===== config.mk =====
export PLATFORM = sky130hd
export DESIGN_NAME = vx_launch_ctrl
export DESIGN_NICKNAME = d
export VERILOG_FILES = /design/src/rtl/vx_launch_ctrl.sv
export SDC_FILE = /design/constraint.sdc
export NUM_CORES = 1
export LEC_CHECK = 0
export ABC_AREA = 0
export BUFFER_PORTS_ARGS = -buffer_cell sky130_fd_sc_hd__buf_4
export CORE_MARGIN = 2
export CORE_UTILIZATION = 48
export DETAILED_ROUTE_END_ITERATION = 8
export MAX_ROUTING_LAYER = met4
export PLACE_DENSITY = 0.72
export SYNTH_ARGS = -nofsm -noshare
export SYNTH_HDL_FRONTEND = slang
export SYNTH_SLANG_ARGS = --single-unit

===== constraint.sdc =====
create_clock -name clk -period 2.4 [get_ports clk]
set_input_delay 0 -clock clk [delete_from_list [all_inputs] [get_ports clk]]
set_output_delay 0 -clock clk [all_outputs]
set_load 0.03 [all_outputs]

===== src/rtl/vx_launch_ctrl.sv =====
// vx_launch_ctrl: bus-mapped launch sequencer holding one Vortex in reset
// until START, then timed release, busy tracking, cycle count and done irq.
// Ports: clk, reset (async, active-low), bus_sel/bus_write/bus_addr/
//   bus_wdata in, bus_rdata/bus_ready out, vx_reset out, vx_busy in, irq out.
// Optional watchdog: define VX_LAUNCH_TIMEOUT_EN.
module vx_launch_ctrl #(
  parameter int ADDR_W = 16,
  parameter logic [ADDR_W-1:0] BASE_ADDR = 16'hFFF0,
  parameter int HOLD_CYCLES = 8,
  parameter int CNT_W = 32
) (
  input  logic              clk,
  input  logic              reset,
  input  logic              bus_sel,
  input  logic              bus_write,
  input  logic [ADDR_W-1:0] bus_addr,
  input  logic [31:0]       bus_wdata,
  output logic [31:0]       bus_rdata,
  output logic              bus_ready,
  output logic              vx_reset,
  input  logic              vx_busy,
  output logic              irq
);

  typedef enum logic [1:0] {
    IDLE = 2'd0,
    HOLD = 2'd1,
    RUN  = 2'd2,
    FIN  = 2'd3
  } state_t;

  state_t state, state_n;
  logic [7:0] hold_cnt, hold_n;
  logic [CNT_W-1:0] cycles, cyc_n, cyc_inc;
  logic done, done_n;
  logic tmo, tmo_n;
  logic seen, seen_n;
  logic busy_q;
  logic irq_en;
  logic in_win;
  logic [1:0] off;
  logic ctrl_wr, start, abort, clr;
  logic [31:0] rd_val;
  logic unused;

`ifdef VX_LAUNCH_TIMEOUT_EN
  logic [CNT_W-1:0] timeout_q;
`endif

  assign unused = ^{bus_wdata, bus_addr};

  assign in_win = bus_addr[ADDR_W-1:4] == BASE_ADDR[ADDR_W-1:4];
  assign off = bus_addr[3:2];
  assign ctrl_wr = bus_sel & bus_write & in_win & (off == 2'd0);
  // ABORT in the same write suppresses START everywhere
  assign start = ctrl_wr & bus_wdata[0] & ~bus_wdata[1];
  assign abort = ctrl_wr & bus_wdata[1];
  assign clr = ctrl_wr & bus_wdata[2];

  assign cyc_inc = (cycles == '1) ? cycles : cycles + 1'b1;

  assign vx_reset = (state != RUN);
  assign irq = irq_en & (done | tmo);

  always_comb begin
    state_n = state;
    hold_n = hold_cnt;
    cyc_n = cycles;
    // a completion event below overrides the clear
    done_n = done & ~clr;
    tmo_n = tmo & ~clr;
    seen_n = seen;
    unique case (state)
      IDLE, FIN: begin
        if (start) begin
          state_n = HOLD;
          hold_n = '0;
          cyc_n = '0;
          done_n = 1'b0;
          tmo_n = 1'b0;
          seen_n = 1'b0;
        end
      end
      HOLD: begin
        if (abort) state_n = FIN;
        else if (hold_cnt == 8'(HOLD_CYCLES - 1)) state_n = RUN;
        else hold_n = hold_cnt + 8'd1;
      end
      RUN: begin
        cyc_n = cyc_inc;
        if (vx_busy) seen_n = 1'b1;
        if (abort) begin
          state_n = FIN;
        end else begin
          if (!busy_q && seen) begin
            done_n = 1'b1;
            state_n = FIN;
          end
`ifdef VX_LAUNCH_TIMEOUT_EN
          if (timeout_q != '0 && cyc_inc == timeout_q) begin
            tmo_n = 1'b1;
            state_n = FIN;
          end
`endif
        end
      end
      default: state_n = IDLE;
    endcase
  end

  always_comb begin
    rd_val = '0;
    if (in_win) begin
      unique case (off)
        2'd1: rd_val = {26'd0, state, irq_en, tmo, done, busy_q};
        2'd2: rd_val = 32'(cycles);
`ifdef VX_LAUNCH_TIMEOUT_EN
        2'd3: rd_val = 32'(timeout_q);
`endif
        default: rd_val = '0;
      endcase
    end
  end

  always_ff @(posedge clk or negedge reset) begin
    if (!reset) begin
      state <= IDLE;
      hold_cnt <= '0;
      cycles <= '0;
      done <= 1'b0;
      tmo <= 1'b0;
      seen <= 1'b0;
      busy_q <= 1'b0;
      irq_en <= 1'b0;
      bus_ready <= 1'b0;
      bus_rdata <= '0;
    end else begin
      state <= state_n;
      hold_cnt <= hold_n;
      cycles <= cyc_n;
      done <= done_n;
      tmo <= tmo_n;
      seen <= seen_n;
      busy_q <= vx_busy;
      if (ctrl_wr) irq_en <= bus_wdata[3];
      bus_ready <= bus_sel;
      bus_rdata <= (bus_sel && !bus_write) ? rd_val : '0;
    end
  end

`ifdef VX_LAUNCH_TIMEOUT_EN
  always_ff @(posedge clk or negedge reset) begin
    if (!reset) timeout_q <= '0;
    else if (bus_sel && bus_write && in_win && off == 2'd3)
      timeout_q <= bus_wdata[CNT_W-1:0];
  end
`endif

endmodule


==> results.md, run 1 <==
- Summed over all cells, the static leakage comes to 2.29 nW.
- The number of enable flip-flop cells after synthesis is 0.
- The final setup violation count is 0.
- The cell type of the slowest stage on the worst timing path is sky130_fd_sc_hd__or4_4.
- The relative max-transition margin is 34.2%.
- The global-route wire length before repair is 13.7 mm.
- Traced cell by cell, the critical path runs through dlygate4sd3_1 -> buf_4 -> nand3_1 -> or4_4 -> o21ai_4 -> nand4_2 -> or3_1 -> a21oi_1.
- The number of nets in the layout is 513.
- At the pin with the least slew margin, the transition time is 0.987 ns.
- TritonCTS created 9 clock buffers.
- The number of setup buffers added after CTS is 0.
- The netlist uses 45 different library cells.
- The post-synthesis to final-layout area growth is 22.9%.
- The maximum number of pins on one net before global-route repair is 81.
- Global routing used 20.4% of the available tracks.
- In the synthesized netlist the dominant register cell turns out to be sky130_fd_sc_hd__dfrtp_1.
- Setup repair after global routing left no endpoint under its margin.
- For hold timing, the worst endpoint is state[0]$_DFFE_PN0P_.
- The number of nets with antenna violations after routing is 0.
- The overflow left after global routing is 0.
- For this run, the detailed router's first-pass iteration total came to 4.
- The run finished with clean final reports.
- The post-synthesis sequential area ratio is 52.2%.
- The number of endpoints with negative hold slack in the final report is 0.
- The horizontal die dimension is 93.4 µm.
- The peak fanout along the critical path is 10.
- Counting every sink on the clock net gives 80.
- The post-synthesis sequential element count is 80.
- The endpoint of the most critical register-to-register path is state[0]$_DFFE_PN0P_.
- The final route contains 3100 vias.
- Of all flip-flops after synthesis, the portion carrying an async set or reset was 100%.
- The post-DP HPWL is 5.61 mm.
- Once the floorplan was initialized, standard cells occupied 49.6% of the core.
- For the worst-skew pair, the clock arrives at the later sink with an insertion delay of 0.34 ns.
- Cells with a size suffix above 1 make up 21.6% of the layout.
- The gate family responsible for the most delay along the worst path is simple AND/OR/NAND/NOR gates.
- Routability-driven placement finished with a final weighted congestion of 0.846.
- The floorplan has 32 rows.
- The synthesized area divided by synthesized cell count is 10.0 µm².
- The tree is rooted in a sky130_fd_sc_hd__clkbuf_8.
- The type of destination of the critical path is a flop.
- The final critical path time including I/O delays and setup is 2.22 ns.
- The worst setup path is of the in -> reg kind.
- The worst setup path is launched from an input port.
- In this run, the number of DRC markers left after iteration 0 of detailed routing was 157.
- The setup slack of the worst register-to-register path is 0.19 ns.
- The average wire per standard cell is 14.4 µm.
- The number of antenna violations at the first check in global routing was 0.
- The tightest min-delay check is of the in -> reg type.
- The clock arrives with 0.00587 ns of skew.
- The critical path data required time is 2.67 ns.
- The number of warning messages in the yosys log is 0.
- Wires add up to 8.09 mm.
- The sum of negative setup slack is 0 ns.
- The cell area after synthesis is 0.00383 mm².
- After clock tree synthesis, the clock-pin slew on the worst setup and hold paths is 0.08 ns.
- The die outline height is 93.4 µm.
- The number of buffers and inverters on the critical path is 2.
- The startpoint identified for the worst hold timing path is bus_wdata[1].
- The total nets after synthesis is 443.
- The count of buffers from port buffering is 57.
- The count of final max-slew check failures is 0.
- The power density over the cells is 655 mW/mm².
- For this run, the slowest stage of the critical path takes 0.59 ns.
- Counting tap cells, the placed design contains a total of 539 instances.
- 88 I/O pins were placed.
- The number of non-filler instances in the completed layout is 560.
- The die covers 0.00872 mm².
- The synthesized netlist cell count is 383.
- The final critical path takes up 92.6% of the cycle.
- The worst register-to-register path begins at hold_cnt[0]$_DFFE_PN0P_.
- The H-tree was split into 3 levels.
- IR analysis of the VDD net gives a maximum drop of 0.416 mV.
- The hold-critical path depth is 5.
- The core region is 0.00773 mm².
- The achievable clock frequency is 450 MHz.
- The number of global-route vias before repair is 2984.
- TritonCTS built the clock tree.
- The depth of the worst register-to-register path is 7.
- The arrival time of data at the critical path endpoint is 2.49 ns.
- The maximum root-to-sink buffer count is 2.
- The number of DRC violations after detailed routing is 0.
- The total chip power is 0.00309 W.
- Dividing the detail-routed via count by the number of cells gives 5.54.
- 0 antenna diodes ended up in the layout.
- The count of maximum capacitance violations is 0.
==> per-layer routing <==
metal  GRT usage, %  wire (µm)  vias to the layer above
li1               -          -                     1501
met1           27.1       3670                     1512
met2           31.8       3960                       76
met3           2.98        307                       11
met4           8.09        156                        0
met5              -          0                        -
==> synthesized netlist by cell type, types with 4 or more instances <==
library cell | n | area share [%]
sky130_fd_sc_hd__and3_1 | 33 | 5.4
sky130_fd_sc_hd__nor2_1 | 42 | 4.1
sky130_fd_sc_hd__nand2_1 | 30 | 2.9
sky130_fd_sc_hd__nor3_1 | 10 | 1.3
sky130_fd_sc_hd__xnor2_1 | 11 | 2.5
sky130_fd_sc_hd__and2_1 | 9 | 1.5
sky130_fd_sc_hd__nand4_1 | 21 | 3.4
sky130_fd_sc_hd__and4_1 | 5 | 1.1
sky130_fd_sc_hd__dfrtp_1 | 80 | 52
sky130_fd_sc_hd__a22oi_1 | 6 | 1.2
sky130_fd_sc_hd__nor4_1 | 4 | 0.65
sky130_fd_sc_hd__o21ai_0 | 12 | 1.6
sky130_fd_sc_hd__clkbuf_1 | 12 | 1.2
sky130_fd_sc_hd__a21oi_1 | 11 | 1.4
sky130_fd_sc_hd__ha_1 | 7 | 2.3
sky130_fd_sc_hd__nand2b_1 | 4 | 0.65
sky130_fd_sc_hd__or3_1 | 5 | 0.82
sky130_fd_sc_hd__inv_1 | 8 | 0.78
sky130_fd_sc_hd__xor2_1 | 15 | 3.4
sky130_fd_sc_hd__nand3_1 | 21 | 2.7
sky130_fd_sc_hd__buf_2 | 5 | 0.65
==> state kept, by name, indices dropped and copies added (netlist names) <==
name / count
bus_rdata: 32
bus_ready: 1
busy_q: 1
cycles: 32
done: 1
hold_cnt: 8
irq_en: 1
seen: 1
state: 2
tmo: 1
==> worst max path at each step <==
stage                                  from                      to  slack (ns)  cells past startpoint
global placement                bus_addr[2]  cycles[25]$_DFFE_PN0P_        0.27                      9
global route        hold_cnt[0]$_DFFE_PN0P_    state[0]$_DFFE_PN0P_        0.04                      7
detailed placement              bus_addr[2]  cycles[19]$_DFFE_PN0P_        0.20                      9
CTS                                 bus_sel  cycles[23]$_DFFE_PN0P_        0.22                      8
finish                              bus_sel  cycles[23]$_DFFE_PN0P_        0.18                      8
floorplan             cycles[3]$_DFFE_PN0P_   cycles[4]$_DFFE_PN0P_        0.41                      7
==> power breakdown <==
part	total, W	internal, W	switching, W
clock	0.00109	0.000591	0.000497
sequential	0.00147	0.00140	0.0000676
combinational	0.000528	0.000215	0.000313
total	0.00309	0.00221	0.000878
==> tightest hold or removal path, stage by stage <==
cell and delay (ns):
sky130_fd_sc_hd__buf_4 0.09, sky130_fd_sc_hd__nand2_1 0.05, sky130_fd_sc_hd__nand2_1 0.05, sky130_fd_sc_hd__a21oi_1 0.06, sky130_fd_sc_hd__nor2_1 0.07
==> cells in the final DEF, fill, tap and decap left out, types with 3 or more instances in the layout <==
cell type | synthesis | routed
sky130_fd_sc_hd__nand2_1 | 30 | 30
sky130_fd_sc_hd__a22oi_1 | 6 | 6
sky130_fd_sc_hd__dfrtp_1 | 80 | 80
sky130_fd_sc_hd__o21ai_0 | 12 | 12
sky130_fd_sc_hd__a21oi_1 | 11 | 11
sky130_fd_sc_hd__xnor2_1 | 11 | 11
sky130_fd_sc_hd__nand3_1 | 21 | 21
sky130_fd_sc_hd__dlygate4sd3_1 | 0 | 5
sky130_fd_sc_hd__inv_1 | 8 | 8
sky130_fd_sc_hd__xor2_1 | 15 | 15
sky130_fd_sc_hd__nor3_1 | 10 | 9
sky130_fd_sc_hd__nor2_1 | 42 | 42
sky130_fd_sc_hd__buf_4 | 0 | 71
sky130_fd_sc_hd__ha_1 | 7 | 7
sky130_fd_sc_hd__nand2b_1 | 4 | 4
sky130_fd_sc_hd__or3_1 | 5 | 5
sky130_fd_sc_hd__nand4_1 | 21 | 21
sky130_fd_sc_hd__o21ai_1 | 3 | 3
sky130_fd_sc_hd__clkbuf_8 | 0 | 9
sky130_fd_sc_hd__and2_1 | 9 | 9
sky130_fd_sc_hd__and4_1 | 5 | 5
sky130_fd_sc_hd__and3_1 | 33 | 33
==> per-stage QoR <==
step / utilization [%] / setup WS, ns / hold slack (ns) / cell area (µm²)
2_1_floorplan: - / 0.410 / -0.296 / 3830
3_3_place_gp: 57.4 / 0.273 / 0.119 / 4430
3_5_place_dp: 57.4 / 0.204 / 0.119 / 4430
4_1_cts: 60.9 / 0.220 / 0.0163 / 4700
5_1_grt: 61.0 / 0.0436 / 0.0628 / 4710
6_report: 61.0 / 0.178 / 0.0244 / 4710
==> timing repair <==
item                                    CTS  global route
hold buffers                              5             0
hold endpoints to repair                 85             0
endpoints found under the setup margin    0             4
resized for setup                         0             1
==> cells by family after synthesis <==
| logic type | after synthesis | share of synthesized area (%) |
|---|---|---|
| AOI/OAI and AO/OA | 42 | 7.25 |
| muxes | 1 | 0.261 |
| and+or+nand+nor | 202 | 29.4 |
| DFF | 80 | 52.2 |
| buffers and inverters | 25 | 2.61 |
| adders and majority gates | 7 | 2.29 |
| xor gates and xnor gates | 26 | 5.94 |
==> cell type report <==
cell class / instances / area [µm²]
well taps: 102 / 128
clock inverters: 6 / 92.6
inverters: 8 / 30.0
flip-flops and latches: 80 / 2000
clock buffers: 10 / 128
fillers: 657 / 3020
multi-input cells: 278 / 1750
repair buffers: 76 / 583
No activity file was read; power rests on OpenSTA's default activity.
==> run 2, diff against run 1 <==
CORE_UTILIZATION = 45   (was 48)
PLACE_DENSITY = 0.68   (was 0.72)
clock period = 2.8 ns   (was 2.4 ns; I/O delays follow)
==> run 2 against run 1 <==
Sequential cell count unchanged. Design area decreased by 0.50%. Sequential share of layout area increased by 0.22 points. Total power decreased by 11%. Register-to-register slack improved by 0.30 ns. Largest power group unchanged. Final cell count decreased by 0.54%. Hold slack improved by 0.013 ns. Wire length increased by 2.5%. Clock power decreased by 6%.
==> results.md, run 2 (same netlist as run 1, synthesis figures left out) <==
- The flow ran to the end, and the final reports show no timing, DRC or antenna violations.
- The maximum number of pins on one net before global-route repair is 81 (unchanged).
- The number of primary I/O pins is 88 (unchanged).
- The instance area at placement was 0.00439 mm² (-0.93%).
- The first-pass iteration count of the detailed router is 4 (unchanged).
- The hold-critical path depth was 5 (unchanged).
- The critical path data required time was 3.08 ns (+0.41 ns).
- CTS placed an instance of sky130_fd_sc_hd__clkbuf_8 at the clock tree root.
- The number of clock buffers inserted by TritonCTS is 9 (unchanged).
- The core region area is 0.00822 mm² (+6.3%).
- TritonCTS built the clock tree.
- The number of nets in the layout came to 507 (-1.2%).
- The H-tree depth reported by CTS was 3 (unchanged).
- The power density over the cells was 583 mW/mm² (-11%).
- The number of setup buffers added after CTS came to 0 (unchanged).
- The static leakage power is 2.28 nW (-0.58%).
- The total wire length after detailed routing is 8.29 mm (+2.5%).
- The overflow left after global routing is 0 (unchanged).
- The achievable clock frequency is 433 MHz.
- The final setup violation count came to 0 (unchanged).
- The startpoint identified for the worst hold timing path is bus_wdata[1].
- The weighted congestion at the end of routability-driven global placement is 0.875 (+3.5%).
- The number of sinks driven by the clock tree is 80 (unchanged).
- In this run the critical register-to-register path is launched from state[0]$_DFFE_PN0P_.
- The count of buffers from port buffering is 57 (unchanged).
- The arrival time of data at the critical path endpoint is 2.59 ns (+0.10 ns).
- The global routing usage summed across all routing layers is 20.0% (-0.34 points).
- In the layout the commonest cells are sky130_fd_sc_hd__dfrtp_1 (80), sky130_fd_sc_hd__buf_4 (65), sky130_fd_sc_hd__nor2_1 (42).
- The depth of the worst register-to-register path came to 7 (unchanged).
- The final critical path takes up 82.5% of the cycle.
- The effective utilization at floorplan is 46.6% (-3.0 points).
- The setup slack of the worst register-to-register path came to 0.49 ns (+0.30 ns).
- The via-per-instance ratio was 5.48 (-0.99%).
- The overall die area is 0.00927 mm² (+6.4%).
- The post-synthesis to final-layout area growth is 22.3%.
- The global-route wire length before repair is 13.7 mm (-0.50%).
- The total of cells resized after clock tree synthesis is 0 (unchanged).
- The setup clock skew after layout is 0.0120 ns (+0.00613 ns).
- The number of DRC violations after detailed routing is 0 (unchanged).
- The largest registers in the layout are bus_rdata x32, cycles x32, hold_cnt x8.
- The number of antenna violations at the first check in global routing is 0 (unchanged).
- The start point of the critical path is state[0]$_DFFE_PN0P_.
- The peak fanout along the critical path is 11 (+1).
- The later-pin clock latency in the skew report is 0.36 ns (+0.02 ns).
- The number of endpoints with negative hold slack in the final report is 0 (unchanged).
- The number of filler instances in the final layout came to 692 (+5.3%).
- The actual transition at the worst max-transition pin is 0.985 ns (-0.00281 ns).
- The number of vias in the routed layout is 3053 (-1.5%).
- For hold timing, the worst endpoint is state[0]$_DFFE_PN0P_.
- The number of antenna diodes came to 0 (unchanged).
- The finished layout cell area is 0.00469 mm² (-0.50%).
- The peak ir drop on the vdd network is 0.316 mV (-24%).
- The post-DP HPWL came to 5.68 mm (+1.1%).
- The sum of negative setup slack is 0 ns (unchanged).
- The count of maximum capacitance violations is 0 (unchanged).
- The iteration-0 DRC count of the detailed router was 132 (-16%).
- The number of nets with antenna violations after routing is 0 (unchanged).
- The clock slew at the register clock pins of the worst setup and hold paths was 0.08 ns (about the same).
- Setup repair after global routing left no endpoint under its margin.
- The critical path class is reg -> reg.
- The die outline height is 96.3 µm (+3.1%).
- The relative max-transition margin is 34.4% (+0.19 points).
- The count of final max-slew check failures is 0 (unchanged).
- The type of destination of the critical path is a flop.
- STA classifies the critical path startpoint as a flop.
- The worst register-to-register path ends at cycles[21]$_DFFE_PN0P_.
- The fraction of final layout cells with drive strength greater than 1 was 20.4% (-1.3 points).
- After layout, the minimum clock period comes to 2.31 ns.
- The number of global-route vias before repair is 2886 (-3.3%).
- The average wire per standard cell came to 14.9 µm (+3.0%).
- The horizontal die dimension was 96.3 µm (+3.1%).
- The maximum root-to-sink buffer count is 2 (unchanged).
- The library cell used most frequently in the layout, excluding fill and tap cells, is sky130_fd_sc_hd__dfrtp_1.
- The path type of the worst min-delay path is in -> reg.
- The count of standard-cell rows came to 33 (+3.1%).
==> run 2: worst max-delay path, stage by stage (launching register included) <==
cell	delay, ns
sky130_fd_sc_hd__dfrtp_1	0.40
sky130_fd_sc_hd__inv_1	0.06
sky130_fd_sc_hd__ha_1	0.42
sky130_fd_sc_hd__nand2_1	0.18
sky130_fd_sc_hd__o21ai_4	0.38
sky130_fd_sc_hd__nand4_2	0.25
sky130_fd_sc_hd__or3_1	0.38
sky130_fd_sc_hd__a21oi_1	0.16
==> run 2: what timing repair did <==
item	CTS	global route
hold buffers	5	0
setup endpoints to repair	0	0
endpoints found under the hold margin	85	0
==> run 2: worst max-delay path by stage <==
stage          cells after the start  slack [ns]                      to
5_1_grt                            7        0.31  cycles[23]$_DFFE_PN0P_
2_1_floorplan                      7        0.81   cycles[4]$_DFFE_PN0P_
3_5_place_dp                       9        0.53  cycles[23]$_DFFE_PN0P_
4_1_cts                            7        0.48  cycles[21]$_DFFE_PN0P_
3_3_place_gp                       7        0.60  cycles[11]$_DFFE_PN0P_
6_report                           7        0.49  cycles[21]$_DFFE_PN0P_
==> run 2: area by class of cell <==
type | instances | area (µm²) | share of cell area, %
clock buffer | 10 | 128 | 2.72
clock inverter | 6 | 116 | 2.48
inverter | 8 | 30.0 | 0.641
multi-input combinational | 278 | 1740 | 37.2
sequential | 80 | 2000 | 42.7
tap | 105 | 131 | 2.80
timing repair buffer | 70 | 538 | 11.5
==> run 2: power breakdown <==
group / internal (W) / switching, W
Sequential: 0.00120 / 0.0000576
Combinational: 0.000169 / 0.000271
Clock: 0.000599 / 0.000433
Total: 0.00197 / 0.000762
==> run 2: layer usage <==
layer,wire length (µm),GRT usage (%),up-vias
li1,-,-,1493
met1,3760,25.6,1467
met2,3980,31.2,77
met3,388,3.37,16
met4,164,9.29,0
met5,0,-,-
==> run 2: per-stage QoR <==
step	worst slack, ns	total power, W	std cells	utilization, %	hold WS [ns]
finish	0.490	0.00273	557	57.0	0.0374
global route	0.305	0.00286	557	57.0	0.0698
CTS	0.480	0.00276	557	57.0	0.0317
detailed placement	0.526	0.00171	536	53.5	0.120
global placement	0.603	0.00170	536	53.5	0.118
floorplan	0.810	0.00155	383	-	-0.296
